$ cat src/rtl/prefetch_buffer_if.sv
// Memory read port and decode-side handshake of the prefetch queue.
interface prefetch_buffer_if;
   logic        mem_req;
   logic [31:0] mem_addr;
   logic        mem_rvalid;
   logic [31:0] mem_rdata;
   logic        mem_error;
   logic        instr_valid;
   logic        instr_ready;
   logic [31:0] instr;
   logic [31:0] instr_addr;
   logic        instr_fault;

   modport master (
      output mem_req, mem_addr,
      input  mem_rvalid, mem_rdata, mem_error,
      output instr_valid, instr, instr_addr, instr_fault,
      input  instr_ready
   );

   modport slave (
      input  mem_req, mem_addr,
      output mem_rvalid, mem_rdata, mem_error,
      input  instr_valid, instr, instr_addr, instr_fault,
      output instr_ready
   );
endinterface

$ cat src/rtl/prefetch_buffer.sv
// Sequential instruction prefetch queue with flush redirect.
// Define PREFETCH_STATS_EN to add fetched/discarded counters.
module prefetch_buffer #(
   parameter int unsigned DEPTH        = 4,
   parameter logic [31:0] RESET_VECTOR = 32'h0000_0000
) (
   input  logic        clk,
   input  logic        rst,
   input  logic        flush,
   input  logic [31:0] flush_addr,
`ifdef PREFETCH_STATS_EN
   output logic [31:0] stat_fetched,
   output logic [31:0] stat_discarded,
`endif
   prefetch_buffer_if.master bus
);
   localparam int unsigned PW = $clog2(DEPTH);
   localparam logic [PW:0] FULL = (PW+1)'(DEPTH);

   typedef enum logic [1:0] {IDLE, WAIT, DISCARD, HALT} state_t;

   state_t        state;
   logic [31:0]   fetch_pc;
   logic [31:0]   data_q  [DEPTH];
   logic [31:0]   addr_q  [DEPTH];
   logic          fault_q [DEPTH];
   logic [PW-1:0] rd_ptr;
   logic [PW-1:0] wr_ptr;
   logic [PW:0]   count;
   logic          empty;
   logic          push;
   logic          pop;

   assign empty = (count == '0);
   assign push  = (state == WAIT) && bus.mem_rvalid && !flush;
   assign pop   = bus.instr_valid && bus.instr_ready;

   // Gating with rst keeps the port quiet while reset is held.
   assign bus.mem_req = rst && (state == IDLE) &&
                        (count < FULL) && !flush;
   assign bus.mem_addr    = fetch_pc;
   assign bus.instr_valid = !empty;
   assign bus.instr       = empty ? '0 : data_q[rd_ptr];
   assign bus.instr_addr  = empty ? '0 : addr_q[rd_ptr];
   assign bus.instr_fault = empty ? 1'b0 : fault_q[rd_ptr];

   always_ff @(posedge clk or negedge rst) begin
      if (!rst) begin
         state    <= IDLE;
         fetch_pc <= RESET_VECTOR;
      end else if (flush) begin
         fetch_pc <= {flush_addr[31:2], 2'b00};
         unique case (state)
            WAIT, DISCARD:
               state <= bus.mem_rvalid ? IDLE : DISCARD;
            IDLE, HALT:
               state <= IDLE;
         endcase
      end else begin
         unique case (state)
            IDLE:
               if (bus.mem_req) state <= WAIT;
            WAIT:
               if (bus.mem_rvalid) begin
                  if (bus.mem_error) begin
                     state <= HALT;
                  end else begin
                     state    <= IDLE;
                     fetch_pc <= fetch_pc + 32'd4;
                  end
               end
            DISCARD:
               if (bus.mem_rvalid) state <= IDLE;
            HALT:
               state <= HALT;
         endcase
      end
   end

   always_ff @(posedge clk or negedge rst) begin
      if (!rst) begin
         rd_ptr <= '0;
         wr_ptr <= '0;
         count  <= '0;
      end else if (flush) begin
         rd_ptr <= wr_ptr;
         count  <= '0;
      end else begin
         if (push) wr_ptr <= wr_ptr + 1'b1;
         if (pop)  rd_ptr <= rd_ptr + 1'b1;
         if (push && !pop)
            count <= count + 1'b1;
         else if (pop && !push)
            count <= count - 1'b1;
      end
   end

   always_ff @(posedge clk) begin
      if (push) begin
         data_q[wr_ptr]  <= bus.mem_rdata;
         addr_q[wr_ptr]  <= fetch_pc;
         fault_q[wr_ptr] <= bus.mem_error;
      end
   end

`ifdef PREFETCH_STATS_EN
   logic drop;

   // Any response that arrives while its result is no longer wanted.
   assign drop = bus.mem_rvalid &&
                 ((state == DISCARD) || ((state == WAIT) && flush));

   always_ff @(posedge clk or negedge rst) begin
      if (!rst) begin
         stat_fetched   <= '0;
         stat_discarded <= '0;
      end else begin
         if (push) stat_fetched   <= stat_fetched + 32'd1;
         if (drop) stat_discarded <= stat_discarded + 32'd1;
      end
   end
`endif
endmodule

$ cat src/flat_wrapper.sv
// flat-port wrapper written by rule: the top's interface ports become plain ports
module prefetch_buffer_flat 
#(
   parameter int unsigned DEPTH        = 4,
   parameter logic [31:0] RESET_VECTOR = 32'h0000_0000
)
  (clk, rst, flush, flush_addr, bus_mem_req, bus_mem_addr, bus_mem_rvalid, bus_mem_rdata, bus_mem_error, bus_instr_valid, bus_instr, bus_instr_addr, bus_instr_fault, bus_instr_ready);
  prefetch_buffer_if bus_i ();
  input  logic clk;
  input  logic rst;
  input  logic flush;
  input  logic [31:0] flush_addr;
  output wire logic [$bits(bus_i.mem_req)-1:0] bus_mem_req;
  output wire logic [$bits(bus_i.mem_addr)-1:0] bus_mem_addr;
  input wire logic [$bits(bus_i.mem_rvalid)-1:0] bus_mem_rvalid;
  input wire logic [$bits(bus_i.mem_rdata)-1:0] bus_mem_rdata;
  input wire logic [$bits(bus_i.mem_error)-1:0] bus_mem_error;
  output wire logic [$bits(bus_i.instr_valid)-1:0] bus_instr_valid;
  output wire logic [$bits(bus_i.instr)-1:0] bus_instr;
  output wire logic [$bits(bus_i.instr_addr)-1:0] bus_instr_addr;
  output wire logic [$bits(bus_i.instr_fault)-1:0] bus_instr_fault;
  input wire logic [$bits(bus_i.instr_ready)-1:0] bus_instr_ready;
  assign bus_mem_req = bus_i.mem_req;
  assign bus_mem_addr = bus_i.mem_addr;
  assign bus_i.mem_rvalid = bus_mem_rvalid;
  assign bus_i.mem_rdata = bus_mem_rdata;
  assign bus_i.mem_error = bus_mem_error;
  assign bus_instr_valid = bus_i.instr_valid;
  assign bus_instr = bus_i.instr;
  assign bus_instr_addr = bus_i.instr_addr;
  assign bus_instr_fault = bus_i.instr_fault;
  assign bus_i.instr_ready = bus_instr_ready;
  prefetch_buffer #(.DEPTH(DEPTH), .RESET_VECTOR(RESET_VECTOR)) u_core (.clk(clk), .rst(rst), .flush(flush), .flush_addr(flush_addr), .bus(bus_i));
endmodule
$ cat config.mk
export PLATFORM = sky130hd
export DESIGN_NAME = prefetch_buffer_flat
export DESIGN_NICKNAME = d
export VERILOG_FILES = /design/src/rtl/prefetch_buffer_if.sv /design/src/rtl/prefetch_buffer.sv /design/src/flat_wrapper.sv
export SDC_FILE = /design/constraint.sdc
export NUM_CORES = 1
export LEC_CHECK = 0
export CAP_MARGIN = 20
export CORE_UTILIZATION = 45
export CTS_CLUSTER_SIZE = 16
export DETAILED_ROUTE_END_ITERATION = 7
export PLACE_DENSITY = 0.7
export SLEW_MARGIN = 0
export SYNTH_ARGS = -nofsm -noshare
export SYNTH_HDL_FRONTEND = slang
export SYNTH_SLANG_ARGS = --single-unit
$ cat constraint.sdc
create_clock -name clk -period 6.4 [get_ports clk]
set_input_delay 0.64 -clock clk [delete_from_list [all_inputs] [get_ports clk]]
set_output_delay 0.64 -clock clk [all_outputs]
set_load 0.01 [all_outputs]
* After elaboration in Yosys (flattened, before gate mapping)
Memory sizes are Yosys's and may differ from the RTL's.
Index checks and enable logic that the tools add are counted.
** Operators by class
- Add/sub/neg operators :: 5
- $lt $le $gt $ge :: 1
- Equality and inequality tests :: 7
- Multiplexer cells :: 22
- Bitwise operators :: 1
- Reductions and logical operators :: 23
** Operators with widths (count)
- two-way mux 32 bit :: 6
- adder 32 x 3 -> 32 bit, second input constant :: 1
- two-way mux 2 bit :: 8
- two-way mux 3 bit :: 3
- inequality test 3 bit, second input constant :: 3
- logical AND 1 bit :: 8
- case mux 2 bit (4 select lines) :: 1
- AND reduction 3 bit :: 2
- nonzero test 2 bit :: 3
- adder 2 x 1 -> 2 bit, second input constant :: 2
- == test 2 bit, second input constant :: 2
- zero test 1 bit :: 4
- case mux 2 bit (2 select lines) :: 1
- OR reduction 2 bit :: 2
- adder 3 x 1 -> 3 bit, second input constant :: 1
- zero test 3 bit :: 1
- < comparator 3 bit, second input constant :: 1
- two-way mux 1 bit :: 3
- nonzero test 3 bit :: 1
- subtractor 3 x 1 -> 3 bit, second input constant :: 1
- == test 2 x 1 -> 1 bit, second input constant :: 1
- zero test 2 bit :: 1
- inequality test 2 bit, second input constant :: 1
- AND reduction 2 bit :: 1
- NOT 1 bit :: 1
** Word-level totals
- Bits in registers :: 41
- Memory bits (writable) :: 260
- Output and inout port bits :: 99
- Logic and storage cells :: 67
- Memories kept :: 3
** Memories
- u_core.addr_q :: words 4, width 32, rd ports 1, clocked after memory_dff 0, wr ports 1, RTL line prefetch_buffer.sv:25 : logic [31:0] addr_q [DEPTH];
- u_core.data_q :: words 4, width 32, rd ports 1, clocked after memory_dff 0, wr ports 1, RTL line prefetch_buffer.sv:24 : logic [31:0] data_q [DEPTH];
- u_core.fault_q :: words 4, width 1, rd ports 1, clocked after memory_dff 0, wr ports 1, RTL line prefetch_buffer.sv:26 : logic fault_q [DEPTH];

* Logic depth before layout (Yosys ltp)
Gate-level depths: netlist (run 1).
- Depth after elaboration :: 8
- Gate-level depth with buffers :: 10

* Least setup slack after synthesis (run 1)
No wires, ideal clock.
- Kind :: input -> register
- Start point :: input port flush
- End point :: memory u_core.addr_q[0][10], enable pin
- Arrival :: 2.824 ns
- Data required time :: 5.972 ns
- Path slack :: 3.148 ns
- Stages :: 4
- Path through :: clkbuf_1 clkbuf_1 nor2_1 and2_1
** On the way
- Cells in the longest elaborated chain, start to end :: 4
** Ends and longest elaborated chain
- start, declared :: RTL line flat_wrapper.sv:11 : input logic flush;
- zero test 1 bit :: RTL line prefetch_buffer.sv:35 : assign push = (state == WAIT) && bus.mem_rvalid && !flush;
- logical AND 1 bit :: RTL line prefetch_buffer.sv:35
- two-way mux 1 bit :: RTL line prefetch_buffer.sv:99 : if (push) begin
- two-way mux 1 bit (implied by the code) :: RTL line prefetch_buffer.sv:101 : addr_q[wr_ptr] <= fetch_pc;
- end, declared :: RTL line prefetch_buffer.sv:25
Every way passes these cells.

* Worst setup path after layout (run 1)
- Start point :: register u_core.rd_ptr[0]
- End point :: output port bus_instr_addr[3]
** On the way
- Cells in the longest elaborated chain, start to end :: 2
** Ends and longest elaborated chain
- start, declared :: RTL line prefetch_buffer.sv:27 : logic [PW-1:0] rd_ptr;
- start signal, assigned :: RTL line prefetch_buffer.sv:86 : rd_ptr <= wr_ptr;
- start signal, assigned :: RTL line prefetch_buffer.sv:90 : if (pop) rd_ptr <= rd_ptr + 1'b1;
- memory (4 x 32 bit)
- two-way mux 32 bit :: RTL line prefetch_buffer.sv:44 : assign bus.instr_addr = empty ? '0 : addr_q[rd_ptr];
- end, declared :: RTL line flat_wrapper.sv:20 : output wire logic [$bits(bus_i.instr_addr)-1:0] bus_instr_addr;
Every way passes these cells.

==> run_results.csv, run 1 <==
group,metric,value,unit
status,outcome,"finished, final reports clean",
critical_path,worst-setup-path-type,"flip-flop to primary output",
detailed_routing,drc_errors,0,
sta,final-setup-viol-count,0,
critical_path,cp_slowest_cell,"dfrtp_4",
logic_synthesis,ys_seq_elements,291,
sta,final_hold_viol_count,0,
sta,post-route-min-period,4.076,ns
logic_synthesis,synth_top_area_cell,"edfxtp_1",
placed_design,gp_congestion,0.7558,
global_route,grt_start_max_net_pins,68,
sta,setup_tns,0,ns
clocking,holdBufCountCts,0,
logic_synthesis,yosys_warnings,0,
layout,fin_area,14800,µm²
global_route,gr-total-overflow,0,
floorplan,pin_count,169,
power,pwr-share-clk,0.290,
floorplan,die_area,27160,µm²
sta,slew-limit-headroom,0.3140,
layout,post-route-util,0.5680,
floorplan,std_cell_rows,59,
critical_path,crit_required,5.76,ns
floorplan,start_util,0.4578,
detailed_routing,detail-route-antenna-nets,0,
critical_path,cp_num_buf_inv,2,
global_route,grt_pass1_vias,6686,
critical_path,crit_path_cell_trace,"buf_4, mux4_2, and2_1, clkdlybuf4s50_1",
floorplan,die_h,164.8,µm
floorplan,core-area,26060,µm²
sta,grt_setup_unrepaired,"false",
power,p_leak,4.923,nW
detailed_routing,vias,6554,
logic_synthesis,ys_seq_area_frac,0.7162,
sta,tightest_slew,1.029,ns
detailed_routing,routed_via_density,5.475,
placed_design,detailed_place_hpwl,13.94,mm
sta,fmax,0.2453,GHz
layout,antenna-diode-count,0,
clocking,cts_setup_buffers,0,
logic_synthesis,synth_cells,675,
power,switching_share,0.2783,
clocking,h-tree-depth,1,
sta,fin_skew,0.009983,ns
min_path,min_path_type,"input pin to async pin",
detailed_routing,postRouteWirelength,24.56,mm
clocking,cts.clk_slew.worst_paths,0.06,ns
global_route,grt_pass1_wl,37.74,mm
logic_synthesis,synth_cell_types,44,
detailed_routing,first_iter_violations,444,
critical_path,end_kind,"primary output",
power,internal_power,4.142,mW
power,ir_drop,0.2299,mV
layout,final_common_cell,"edfxtp_1",
critical_path,arrival,3.44,ns
layout,final_cell_mix,"252 x edfxtp_1, 161 x clkdlybuf4s50_1, 66 x and2_1",
clocking,clkLatencyLatePin,0.55,ns
detailed_routing,route.met2.wl,12.20,mm
clocking,cts_buffer_depth,3,
sta,post-route-period-util,0.6369,
detailed_routing,highest_layer,"met4",
global_route,track_usage,0.1844,
logic_synthesis,synth_area,11930,µm²
power,power.share.combinational,0.283,
detailed_routing,wl_met3,1.147,mm
placed_design,port_buffers,162,
power,p_seq_frac,0.427,
clocking,cts_resized,0,
layout,fin_nets,918,
clocking,root_buffer,"clkbuf_16",
layout,drive_above_1_share,0.1462,
clocking,cts.sinks,291,
logic_synthesis,yosysTopAreaCellShare,0.6344,
global_route,antenna_found_initial,0,
critical_path,crit_fanout,38,
power,power_density,387.8,nW/µm²
flow_run,cap_violations,0,
logic_synthesis,synth_area_leaders,"edfxtp_1 63%, mux4_2 12%, dfrtp_1 8.2%",
sta,final_max_slew_viol_count,0,
placed_design,dpl_cell_area,13840,µm²
critical_path,start_kind,"flip-flop",
floorplan,die-width,164.8,µm
detailed_routing,met1_length,10.81,mm
detailed_routing,wl_per_cell,20.52,µm
critical_path,crit_family,"buffers and inverters",
detailed_routing,drtPass1Iterations,5,
logic_synthesis,syn_area_per_cell,17.67,µm²
critical_path,cpPeakStageDelay,0.98,ns
clocking,cts_buffers,30,
layout,area_growth,24.07,%
clocking,cts_tree,"built",
power,p_sw,1.597,mW
==> metrics by stage <==
| stage | cells | worst slack, ns | power, mW | hold slack [ns] |
|---|---|---|---|---|
| floorplan | 678 | 3.148 | 3.352 | 0.3444 |
| detailed placement | 1141 | 2.819 | 4.153 | 0.5398 |
| CTS | 1197 | 2.229 | 5.815 | 0.1795 |
| global route | 1197 | 2.100 | 6.025 | 0.2224 |
| finish | 1197 | 2.324 | 5.740 | 0.1649 |
| global placement | 1141 | 2.827 | 4.137 | 0.5409 |
==> worst reg2reg max path, delay by kind of cell (launching register included) <==
family | cells | cell delay, ns
buffers and inverters | 1 | 0.12
and+or+nand+nor | 3 | 1.44
DFF | 1 | 0.40
adders and majority gates | 1 | 0.24
==> layout make-up <==
type,count,area [µm²]
clock inverters,11,63.81
flip-flops and latches,291,8551
multi-input cells,334,3166
repair buffers,166,1647
fillers,2007,11260
inverters,15,56.30
well taps,335,419.2
clock buffers,45,898.4
==> state kept, by name (all words and copies together), names as in the netlist <==
| name | count |
|---|---|
| u_core.count | 3 |
| u_core.bus.mem_addr | 30 |
| u_core.data_q | 128 |
| u_core.state | 2 |
| u_core.rd_ptr | 2 |
| u_core.wr_ptr | 2 |
| u_core.fault_q | 4 |
| u_core.addr_q | 120 |
==> power groups by stage <==
stage,clock [mW],sequential (mW),combinational [mW]
3_5_place_dp,0,2.50,1.66
6_report,1.67,2.45,1.63
5_1_grt,1.78,2.48,1.77
2_1_floorplan,0,2.30,1.05
4_1_cts,1.70,2.46,1.66
3_3_place_gp,0,2.50,1.64
==> synth_stat cells <==
library cell  number
fa_1               1
inv_1             14
nand3_1           15
conb_1             1
a211oi_1           1
nand2_1           29
o22a_1             1
or3_1              3
nor3_1             3
mux2i_1            2
mux4_2            63
a21oi_1            4
nand4_4            1
mux2_2             1
buf_1              3
and3b_2            1
or4_1             16
xor2_1             9
clkbuf_1          20
nand4_1           13
buf_2              8
ha_1               9
o31ai_1           13
dfrtp_1           39
a221o_1            1
and4_1             5
nor3b_1            1
nand4_2            1
and3_1             2
a31oi_1           17
inv_2              1
o21ai_0           13
o211ai_1           4
a2111oi_0          1
xnor2_1            4
nor2_1            21
o211a_1            1
and4_2             1
a211o_1            2
edfxtp_1         252
buf_4              5
a21boi_0           1
buf_6              2
and2_1            70
==> path summary, 6_finish.rpt <==
kind / cells past startpoint / slack (ns) / start / endpoint
worst min register to register: 2 / 0.56 / u_core.wr_ptr[1]$_DFFE_PN0P_ / u_core.rd_ptr[1]$_DFFE_PN0P_
min in group clk: 2 / 0.56 / u_core.wr_ptr[1]$_DFFE_PN0P_ / u_core.rd_ptr[1]$_DFFE_PN0P_
worst min-delay path: 2 / 0.16 / rst / u_core.bus.mem_addr[13]$_DFFE_PN0P_
worst max register to register: 5 / 3.74 / u_core.state[1]$_DFFE_PN0P_ / u_core.data_q[0][27]$_DFFE_PP_
worst max-delay path: 4 / 2.32 / u_core.rd_ptr[0]$_DFFE_PN0P_ / bus_instr_addr[3]
max in group asynchronous: 2 / 5.80 / rst / u_core.rd_ptr[1]$_DFFE_PN0P_
==> routing by layer <==
metal | vias to the layer above | global-route usage
li1 | 2994 | -
met1 | 3350 | 0.2548
met4 | 0 | 0.03962
met3 | 35 | 0.02411
met5 | - | 0
met2 | 175 | 0.3136
==> logic make-up after synthesis <==
| group | share of synthesized area |
|---|---|
| flip-flops | 0.7162 |
| AND/OR/NAND/NOR | 0.08832 |
| multiplexers | 0.1216 |
| AO/OA/AOI/OAI | 0.03262 |
| buffers and inverters | 0.02035 |
| XOR/XNOR | 0.009545 |
| adder cells (fa/ha/maj) | 0.01112 |
| other | 0.0003144 |
Note: power is estimated with default switching activity, not from simulation.
==> inputs of run 2 (changes only) <==
clock period = 3.85 ns   (was 6.4 ns; I/O delays follow)
==> run 2 against run 1 <==
  * Worst setup slack worse by 1.7 ns
  * Final area grew 1.3%
  * Power rose by 70%
  * Highest routed layer unchanged
  * Clock power is 77% higher
  * Largest cell class unchanged
  * Hold slack improved by 0.25 ns
  * Die area did not move
  * Sequential power increased by 59%
  * Non-clock buffer count rose by 10
  * Via count is 1.8% higher
  * Core utilization rose by 0.75 points
  * Wire length increased by 1.2%
  * Cell count rose by 1.0%
==> run_results.csv, run 2 (synthesized netlist as in run 1, its figures left out) <==
group,metric,value,unit
power,p_leak,5.010,nW
power,power_density,652.1,nW/µm²
clocking,cts.sinks,291,
layout,fin_nets,928,
sta,fmax,0.3105,GHz
layout,top_register,"u_core.data_q",
floorplan,die_h,164.8,µm
min_path,min_path_type,"input pin to flip-flop",
clocking,clkLatencyLatePin,0.54,ns
placed_design,port_buffers,162,
global_route,grt_pass1_wl,37.81,mm
detailed_routing,drc_errors,0,
detailed_routing,first_iter_violations,398,
placed_design,detailed_place_hpwl,15.17,mm
clocking,cts_tree,"built",
power,pwr-share-clk,0.302,
power,p_seq_frac,0.398,
power,power.share.combinational,0.300,
flow_run,cap_violations,0,
critical_path,crit_required,3.46,ns
layout,final_cell_mix,"252 x edfxtp_1, 161 x clkdlybuf4s50_1, 66 x and2_1",
clocking,cts_buffers,30,
floorplan,die-width,164.8,µm
power,switching_share,0.2717,
clocking,h-tree-depth,1,
global_route,gr-total-overflow,0,
placed_design,place_ws,0.9777,ns
critical_path,r2r_slack,1.16,ns
clocking,root_buffer,"clkbuf_16",
detailed_routing,postRouteWirelength,24.84,mm
layout,final_common_cell,"edfxtp_1",
critical_path,arrival,2.84,ns
power,p_sw,2.657,mW
sta,final-setup-viol-count,0,
detailed_routing,detail-route-antenna-nets,0,
sta,post-route-period-util,0.8364,
sta,final_max_slew_viol_count,0,
global_route,grt_start_max_net_pins,44,
detailed_routing,routed_via_density,5.519,
sta,finalWorstSetupSlack,0.6299,ns
clocking,cts_setup_buffers,0,
critical_path,end_kind,"primary output",
critical_path,crit_fanout,37,
floorplan,pin_count,169,
status,outcome,"finished, final reports clean",
layout,area_growth,25.71,%
layout,largest_reg_flops,128,
clocking,cts_resized,0,
critical_path,reg2reg_to,"u_core.count[2]$_DFFE_PN0P_",
detailed_routing,vias,6673,
sta,final_hold_viol_count,0,
power,p_total,9.779,mW
power,internal_power,7.122,mW
placed_design,gp_congestion,0.7721,
sta,post-route-min-period,3.220,ns
floorplan,die_area,27160,µm²
global_route,grt_pass1_vias,6699,
floorplan,core-area,26060,µm²
detailed_routing,wl_per_cell,20.55,µm
critical_path,reg2reg_depth,10,
clocking,cts_buffer_depth,3,
clocking,cts.clk_slew.worst_paths,0.06,ns
critical_path,worst-setup-path-type,"flip-flop to primary output",
critical_path,startpoint,"u_core.count[1]$_DFFE_PN0P_",
layout,drive_above_1_share,0.1560,
floorplan,start_util,0.4578,
sta,slew-limit-headroom,0.5509,
sta,fin_hold_ws,0.4110,ns
sta,grt_setup_unrepaired,"false",
critical_path,start_kind,"flip-flop",
detailed_routing,drtPass1Iterations,5,
floorplan,std_cell_rows,59,
critical_path,endpoint,"bus_instr_addr[10]",
power,ir_drop,0.3803,mV
global_route,track_usage,0.1870,
sta,tightest_slew,0.6736,ns
sta,fin_skew,0.01933,ns
sta,setup_tns,0,ns
critical_path,regToRegStartpoint,"u_core.state[1]$_DFFE_PN0P_",
global_route,antenna_found_initial,0,
## run 2: changes by cell type in the layout (fill, tap and decap cells not counted)
| cell | before | now |
|---|---|---|
| clkinv_1 | 4 | 5 |
| diode_2 | 0 | 2 |
| clkinvlp_4 | 1 | 3 |
| clkinv_4 | 0 | 1 |
| clkinv_8 | 1 | 0 |
| clkinv_2 | 5 | 6 |
| buf_12 | 0 | 4 |
| bufinv_16 | 0 | 5 |
| clkbuf_1 | 7 | 5 |
| buf_4 | 4 | 9 |
| dlygate4sd3_1 | 0 | 1 |
| clkbuf_8 | 7 | 0 |
## run 2: per-layer routing
metal	vias to the layer above	share of wire	global-route usage
li1	3024	-	-
met1	3413	0.44	0.2528
met2	201	0.50	0.3167
met3	35	0.050	0.02913
met4	0	0.016	0.04837
met5	-	0	0
## run 2: worst min-delay path by stage
stage	from	to	slack, ns	depth (start not counted)
6_report	flush_addr[18]	u_core.bus.mem_addr[18]$_DFFE_PN0P_	0.41	3
5_1_grt	flush_addr[13]	u_core.bus.mem_addr[13]$_DFFE_PN0P_	0.40	3
4_1_cts	flush_addr[7]	u_core.bus.mem_addr[7]$_DFFE_PN0P_	0.39	3
3_5_place_dp	rst	u_core.bus.mem_addr[12]$_DFFE_PN0P_	0.52	2
3_3_place_gp	rst	u_core.state[0]$_DFFE_PN0P_	0.51	2
2_1_floorplan	rst	u_core.bus.mem_addr[10]$_DFFE_PN0P_	0.09	0
## run 2: critical path, stage by stage (launching register included)
cell and delay, ns:
dfrtp_1 0.41, or3_2 0.79, buf_4 0.37, and2_1 0.18, clkdlybuf4s50_1 0.52
## run 2: final cells by class
type | count | area [µm²]
clock buffer | 36 | 794.5
inverter | 15 | 56.30
clock inverter | 20 | 230.2
multi-input combinational | 334 | 3166
tap | 335 | 419.2
fill | 2025 | 11060
timing repair buffer | 176 | 1774
sequential | 291 | 8551
antenna | 2 | 5.005
## run 2: stage by stage
step / util / cell area (µm²) / instances
final: 0.5755 / 15000 / 1209
after global routing: 0.5753 / 14990 / 1207
after CTS: 0.5753 / 14990 / 1207
after detailed placement: 0.5356 / 13960 / 1150
after global placement: 0.5356 / 13960 / 1150
after floorplan: - / 11940 / 678
## run 2: repair_timing
item | 4_1_cts | 5_1_grt
hold buffers | 1 | 0
hold endpoints to repair | 39 | 0
setup endpoints to repair | 0 | 0
## run 2: power by group through the flow
stage / Sequential [mW] / Clock (mW) / Combinational (mW)
2_1_floorplan: 3.83 / 0 / 1.75
3_3_place_gp: 3.95 / 0 / 2.97
3_5_place_dp: 3.96 / 0 / 2.99
4_1_cts: 3.90 / 3.02 / 3.01
5_1_grt: 3.92 / 3.13 / 3.20
6_report: 3.89 / 2.95 / 2.93
